--- config.mk ---
export PLATFORM = sky130hd
export DESIGN_NAME = cordic_exp_iter_flat
export DESIGN_NICKNAME = d
export VERILOG_FILES = /design/src/rtl/cordic_exp_iter_if.sv /design/src/rtl/cordic_exp_iter.sv /design/src/flat_wrapper.sv
export SDC_FILE = /design/constraint.sdc
export NUM_CORES = 1
export LEC_CHECK = 0
export ABC_AREA = 1
export CAP_MARGIN = 30
export CORE_MARGIN = 3
export CORE_UTILIZATION = 50
export DETAILED_ROUTE_END_ITERATION = 8
export GPL_ROUTABILITY_DRIVEN = 0
export PLACE_DENSITY = 0.71
export SLEW_MARGIN = 20
export SYNTH_ARGS = -nofsm -noshare
export SYNTH_HDL_FRONTEND = slang
export SYNTH_SLANG_ARGS = --single-unit
--- constraint.sdc ---
create_clock -name clk -period 6.8 [get_ports clk]
set_clock_uncertainty 0.1 [all_clocks]
set_input_delay 1.02 -clock clk [delete_from_list [all_inputs] [get_ports clk]]
set_output_delay 1.02 -clock clk [all_outputs]
set_load 0.05 [all_outputs]
--- src/rtl/cordic_exp_iter_if.sv ---
// ============================================================================
// Module   : cordic_exp_iter_if
// Purpose  : start/busy/done handshake and result bus of the CORDIC exp unit.
// Revision : 1.0
// ============================================================================
`default_nettype none

interface cordic_exp_iter_if;
  logic        start;
  logic [31:0] z_in;
  logic        busy;
  logic        done;
  logic        err;
  logic [31:0] cosh_out;
  logic [31:0] sinh_out;
  logic [31:0] exp_out;

  modport master (
    output start, z_in,
    input  busy, done, err, cosh_out, sinh_out, exp_out
  );

  modport slave (
    input  start, z_in,
    output busy, done, err, cosh_out, sinh_out, exp_out
  );
endinterface

`default_nettype wire

--- src/rtl/cordic_exp_iter.sv ---
// ============================================================================
// Module   : cordic_exp_iter
// Purpose  : iterative hyperbolic rotation-mode CORDIC giving cosh/sinh/exp
//            of a sign-magnitude Q15.16 argument, one micro-rotation a clock.
// Revision : 1.0
// ============================================================================
`default_nettype none

module cordic_exp_iter #(
  parameter int ITER = 16,
  parameter int FRAC = 16,
  parameter int ZMAX = 73277
) (
  input wire logic          clk,
  input wire logic          rst,
  cordic_exp_iter_if.slave  bus
);

  localparam logic [1:0] S_IDLE = 2'd0;
  localparam logic [1:0] S_RUN  = 2'd1;
  localparam logic [1:0] S_FIN  = 2'd2;

  localparam logic [31:0] INV_KH = 32'h0001351F << (FRAC - 16);

  // Sign-magnitude words go through a 33-bit two's-complement sum; the
  // result is mapped back with zero always carrying a positive sign.
  function automatic logic signed [32:0] to_tc(input logic [31:0] v);
    logic signed [32:0] m;
    m = $signed({2'b00, v[30:0]});
    return v[31] ? -m : m;
  endfunction

  function automatic logic [31:0] to_sm(input logic signed [32:0] v);
    return {v[32], 31'(v[32] ? -v : v)};
  endfunction

  function automatic logic [31:0] sm_add(input logic [31:0] a, input logic [31:0] b);
    return to_sm(to_tc(a) + to_tc(b));
  endfunction

  function automatic logic [30:0] atanh_rom(input logic [5:0] i);
    logic [30:0] v;
    case (i)
      6'd1:    v = 31'd35999;
      6'd2:    v = 31'd16739;
      6'd3:    v = 31'd8235;
      6'd4:    v = 31'd4101;
      6'd5:    v = 31'd2049;
      6'd6:    v = 31'd1024;
      6'd7:    v = 31'd512;
      6'd8:    v = 31'd256;
      6'd9:    v = 31'd128;
      6'd10:   v = 31'd64;
      6'd11:   v = 31'd32;
      6'd12:   v = 31'd16;
      6'd13:   v = 31'd8;
      6'd14:   v = 31'd4;
      6'd15:   v = 31'd2;
      6'd16:   v = 31'd1;
      6'd17:   v = 31'd1;
      default: v = 31'd0;
    endcase
    return v << (FRAC - 16);
  endfunction

  // Hyperbolic CORDIC only converges when indices 4, 13, 40 ... are repeated.
  function automatic logic is_repeat_idx(input logic [5:0] i);
    return (i == 6'd4) || (i == 6'd13) || (i == 6'd40);
  endfunction

  logic [1:0]  r_state;
  logic [31:0] r_x;
  logic [31:0] r_y;
  logic [31:0] r_z;
  logic [5:0]  r_shift;
  logic        r_rep;
  logic        r_range_err;

  logic [30:0] w_zmag;
  logic        w_dneg;
  logic [31:0] w_xt;
  logic [31:0] w_yt;
  logic [31:0] w_zt;
  logic [31:0] w_x_next;
  logic [31:0] w_y_next;
  logic [31:0] w_z_next;
  logic [31:0] w_exp;
  logic        w_repeat_now;
  logic        w_last;

  always_comb begin
    w_zmag       = bus.z_in[30:0];
    w_dneg       = r_z[31];
    w_xt         = {r_y[31] ^ w_dneg, r_y[30:0] >> r_shift};
    w_yt         = {r_x[31] ^ w_dneg, r_x[30:0] >> r_shift};
    // z - d*atanh: the table term is subtracted when d = +1
    w_zt         = {~w_dneg, atanh_rom(r_shift)};
    w_x_next     = sm_add(r_x, w_xt);
    w_y_next     = sm_add(r_y, w_yt);
    w_z_next     = sm_add(r_z, w_zt);
    w_exp        = sm_add(r_x, r_y);
    w_repeat_now = is_repeat_idx(r_shift) && !r_rep;
    w_last       = (r_shift == 6'(ITER)) && !w_repeat_now;
  end

  always_ff @(posedge clk or posedge rst) begin
    if (rst) begin
      r_state      <= S_IDLE;
      r_x          <= 32'd0;
      r_y          <= 32'd0;
      r_z          <= 32'd0;
      r_shift      <= 6'd0;
      r_rep        <= 1'b0;
      r_range_err  <= 1'b0;
      bus.busy     <= 1'b0;
      bus.done     <= 1'b0;
      bus.err      <= 1'b0;
      bus.cosh_out <= 32'd0;
      bus.sinh_out <= 32'd0;
      bus.exp_out  <= 32'd0;
    end else begin
      bus.done <= 1'b0;
      case (r_state)
        S_IDLE: begin
          if (bus.start) begin
            bus.busy <= 1'b1;
            bus.err  <= 1'b0;
            r_shift  <= 6'd1;
            r_rep    <= 1'b0;
            r_y      <= 32'd0;
            if (w_zmag > 31'(ZMAX)) begin
              r_x         <= 32'd0;
              r_z         <= 32'd0;
              r_range_err <= 1'b1;
              r_state     <= S_FIN;
            end else begin
              r_x         <= INV_KH;
              // a negative zero argument is folded to +0 so d starts at +1
              r_z         <= (w_zmag == 31'd0) ? 32'd0 : bus.z_in;
              r_range_err <= 1'b0;
              r_state     <= S_RUN;
            end
          end
        end
        S_RUN: begin
          r_x <= w_x_next;
          r_y <= w_y_next;
          r_z <= w_z_next;
          if (w_last) begin
            r_state <= S_FIN;
          end else if (w_repeat_now) begin
            r_rep <= 1'b1;
          end else begin
            r_shift <= r_shift + 6'd1;
            r_rep   <= 1'b0;
          end
        end
        S_FIN: begin
          bus.cosh_out <= r_x;
          bus.sinh_out <= r_y;
          bus.exp_out  <= w_exp;
          bus.err      <= r_range_err;
          bus.done     <= 1'b1;
          bus.busy     <= 1'b0;
          r_state      <= S_IDLE;
        end
        default: r_state <= S_IDLE;
      endcase
    end
  end

endmodule

`default_nettype wire

--- src/flat_wrapper.sv ---
// flat-port wrapper written by rule: the top's interface ports become plain ports
module cordic_exp_iter_flat 
#(
  parameter int ITER = 16,
  parameter int FRAC = 16,
  parameter int ZMAX = 73277
)
  (clk, rst, bus_start, bus_z_in, bus_busy, bus_done, bus_err, bus_cosh_out, bus_sinh_out, bus_exp_out);
  cordic_exp_iter_if bus_i ();
  input wire logic clk;
  input wire logic rst;
  input wire logic [$bits(bus_i.start)-1:0] bus_start;
  input wire logic [$bits(bus_i.z_in)-1:0] bus_z_in;
  output wire logic [$bits(bus_i.busy)-1:0] bus_busy;
  output wire logic [$bits(bus_i.done)-1:0] bus_done;
  output wire logic [$bits(bus_i.err)-1:0] bus_err;
  output wire logic [$bits(bus_i.cosh_out)-1:0] bus_cosh_out;
  output wire logic [$bits(bus_i.sinh_out)-1:0] bus_sinh_out;
  output wire logic [$bits(bus_i.exp_out)-1:0] bus_exp_out;
  assign bus_i.start = bus_start;
  assign bus_i.z_in = bus_z_in;
  assign bus_busy = bus_i.busy;
  assign bus_done = bus_i.done;
  assign bus_err = bus_i.err;
  assign bus_cosh_out = bus_i.cosh_out;
  assign bus_sinh_out = bus_i.sinh_out;
  assign bus_exp_out = bus_i.exp_out;
  cordic_exp_iter #(.ITER(ITER), .FRAC(FRAC), .ZMAX(ZMAX)) u_core (.clk(clk), .rst(rst), .bus(bus_i));
endmodule
==> results by group <==
Die
  – Die Footprint: 59900 sq um
  – Core footprint: between 50000 and 60000 sq um
  – Initial core utilization: 51.1%
  – Rows: 86
  – Die width: between 200 and 250 microns
  – Die Ht: 245 microns
  – I/O Pins: 134

STA
  – Slew HR: 26.7%
  – Final Cycle Share: about 94%
  – Final hold vios: 0
  – Period minus WS final: 6.36 ns
  – Slew Viols, Final: 0
  – Highest Clock Rate: between 150 and 200 MHz
  – RSZ-0062 raised after global routing: false
  – Final setup fails: 0
  – Worst-Margin Slew: 1.09 ns
  – Final setup TNS: 0 ns
  – WHS: 0.377 ns

Yosys
  – Flops & latches, synth: 205
  – Synth area leaders: nand2_1 (23%), dfrtp_1 (18%), nand3_1 (9.6%)
  – Synth Flop Type: dfrtp_1
  – Mapped Area: ~28000 sq um
  – Synthesized net count: 5269
  – Netlist cell types: 57
  – Post-synth EDFFs: 0
  – Cells after Synth: 5085
  – Top cell type's share of synthesized area: 22.8%
  – Async S/R FF share, synth: 100%
  – Seq/Total Area, Yosys: 18.0%
  – Synth Warn #: 0
  – Leading area contributor after synthesis: nand2_1
  – Mean Syn Cell Area: 5.60 sq um

Critical path
  – Max FO, Critical Path: 31
  – CP most frequent cell: nand2_1
  – Worst EP arrival: 6.76 ns
  – Setup CP Type: register to register
  – Setup crit end kind: register
  – Slowest-stage cell, CP: nor3_1
  – Worst r2r path cells: 36
  – Reg2Reg Setup Slack: 0.44 ns
  – Critical path required time: 7.20 ns
  – Worst setup SP type: register
  – CP peak stage delay: 0.47 ns

Detailed routing
  – DRT iter0 DRCs: 4447
  – Post-route DRC: 0
  – Routed wire length: around 110000 microns
  – Via density: 5.75
  – ANT nets after route: 0
  – Drt wl/cell: ~18 microns
  – Routed vias: between 30000 and 40000
  – Detailed Routing Iterations Pass 1: 9

Place
  – Buffers on Ports: around 130
  – # placed instances: 5875
  – Final HPWL DP: 86900 microns

Global route
  – GRT Residual Overflow: 0
  – Vias in the first global route: 30650
  – Pin count of the biggest net entering global routing: ~110
  – First-pass GRT wire length: 168000 microns
  – Gr usage total: 35.1%
  – Initial antenna violation count: 1

Cells and area
  – Post-route insts no fill: 5921
  – Util after Layout: 56.2%
  – Final Net Count: 5339
  – Area growth, synth to finish: 10.1%
  – Share of layout cells above drive strength 1: 3.23%
  – Diodes inserted: 0

Min path
  – Hold WC Path Type: register to register
  – WHS Path Cells: 2

CTS
  – Worst-path clk slew: ~0.060 ns
  – Hold buffer count at CTS: 0
  – CTS buffer count: 26
  – H-tree depth: 1
  – Root Buffer Master: clkbuf_16
  – Clock tree sinks: 205
  – CTS tree: yes
  – Worst-Skew Late Latency: 0.58 ns
  – Max Root-Sink Buffers: 3

Power and ir drop
  – Pwr Density: 138 nW/um^2
  – Static leakage: 17.2 nW
  – Max VDD drop: 0.187 mV
  – Power Total: about 4.3 mW

Flow run
  – Max-Cap Viols: 0

Outcome
  – Run status: finished, final reports clean
path summary, 6_finish.rpt:
path                                                      endpoint                               start
worst max register to register          u_core.r_x[23]$_DFFE_PP0P_       u_core.r_shift[1]$_DFFE_PP0P_
worst min-delay path            u_core.bus.exp_out[18]$_DFFE_PP0P_  u_core.bus.exp_out[18]$_DFFE_PP0P_
max in group asynchronous       u_core.bus.sinh_out[7]$_DFFE_PP0P_                                 rst
min in group asynchronous       u_core.bus.exp_out[12]$_DFFE_PP0P_                                 rst
worst min register to register  u_core.bus.exp_out[18]$_DFFE_PP0P_  u_core.bus.exp_out[18]$_DFFE_PP0P_
worst max-delay path                    u_core.r_x[23]$_DFFE_PP0P_       u_core.r_shift[1]$_DFFE_PP0P_
power breakdown:
part           switching, mW  total (mW)  internal, mW  leakage (nW)
registers             0.0278        1.27          1.25          2.79
clock network          0.596        1.47         0.869         0.432
logic                   1.10        1.58         0.475          13.9
cell usage after synthesis (2+ instances only):
master	instances
a22oi_1	2
o31ai_1	5
buf_4	11
inv_1	618
nor2_4	5
o21ai_2	2
nor3b_1	3
buf_1	8
inv_2	11
o211ai_1	12
and2_1	10
o21bai_1	15
nand2_1	1729
nor3_1	91
nor2_2	14
o21ai_0	239
fa_1	4
clkbuf_1	67
nand3_1	547
nor2_1	565
xnor2_1	49
or2_1	3
nand2_2	9
a21o_1	2
o21ai_1	45
nand4_1	111
or2_2	10
xor2_1	180
clkinv_1	3
a21oi_1	211
nand3_2	2
a31oi_1	27
nor4_1	25
o41ai_1	5
o221ai_1	3
buf_2	47
nand3b_1	11
inv_4	2
o22ai_1	3
dfrtp_1	205
buf_6	14
ha_1	145
cell type report:
type / count / area [sq um]
clock buffers: 36 / 738
inverters: 634 / 2390
flip-flops and latches: 205 / 5130
repair buffers: 189 / 1770
well taps: 748 / 936
multi-input cells: 4099 / 20200
fillers: 5873 / 24400
clock inverters: 10 / 143
per-stage QoR:
step                      cell area [sq um]  setup slack (ns)
final                                 31400             0.437
after global routing                  31400            0.0212
after floorplan                       28500            0.0842
after global placement                30500             0.918
after CTS                             31300             0.765
after detailed placement              30500             0.814
worst max-delay path: cells and delay by family (launching register included):
kind                       cells  cell delay [ns]
and+or+nand+nor               26             3.79
DFF                            1             0.36
buffers and inverters          6             0.98
adders and majority gates      2             0.53
xor gates and xnor gates       1             0.16
AOI/OAI and AO/OA              1             0.35
kinds of logic (layout without fill, tap and decap cells):
group,count (synthesis),in the layout,share of synthesized area [%]
AO/OA/AOI/OAI,579,579,10.9
XOR/XNOR,231,231,7.16
adder cells (fa/ha/maj),149,149,6.65
buffers and inverters,781,869,11.0
flip-flops,205,205,18.0
multiplexers,1,1,0.0351
AND/OR/NAND/NOR,3139,3139,46.2
layout by cell type, fill, tap and decap left out, types with 8 or more instances in the layout:
cell type	n
nand4_1	111
or2_2	10
a31oi_1	27
o21ai_0	239
clkbuf_16	26
o211ai_1	12
nor4_1	25
xor2_1	180
dfrtp_1	202
inv_1	616
inv_2	11
nand2_2	9
ha_1	145
nand3b_1	11
nand2_1	1729
xnor2_1	49
nor2_4	8
nand3_1	547
clkdlybuf4s50_1	133
nor2_1	561
buf_4	54
o21bai_1	15
o21ai_1	45
nor3_1	91
and2_1	10
a21oi_1	211
nor2_2	15
per-layer routing:
| layer | routed length [microns] | share of wire [%] | track usage, % |
|---|---|---|---|
| met1 | 44700 | 41 | 48.3 |
| met2 | 44700 | 41 | 53.2 |
| met4 | 5890 | 5.5 | 15.7 |
| met5 | 10 | 0.0093 | 0 |
| met3 | 12500 | 12 | 7.02 |
flip-flops by register name, indices dropped and copies added (netlist names):
name                 count
u_core.r_state           2
u_core.r_rep             1
u_core.r_shift           6
u_core.bus.exp_out      32
u_core.r_y              32
u_core.r_range_err       1
u_core.bus.done          1
u_core.bus.err           1
u_core.bus.cosh_out     32
u_core.bus.busy          1
u_core.r_x              32
u_core.r_z              32
u_core.bus.sinh_out     32
timing repair:
action,4_1_cts,5_1_grt
resized for setup,0,1
setup endpoints to repair,0,20
setup buffers,0,0
Note: power is estimated with default switching activity, not from simulation.
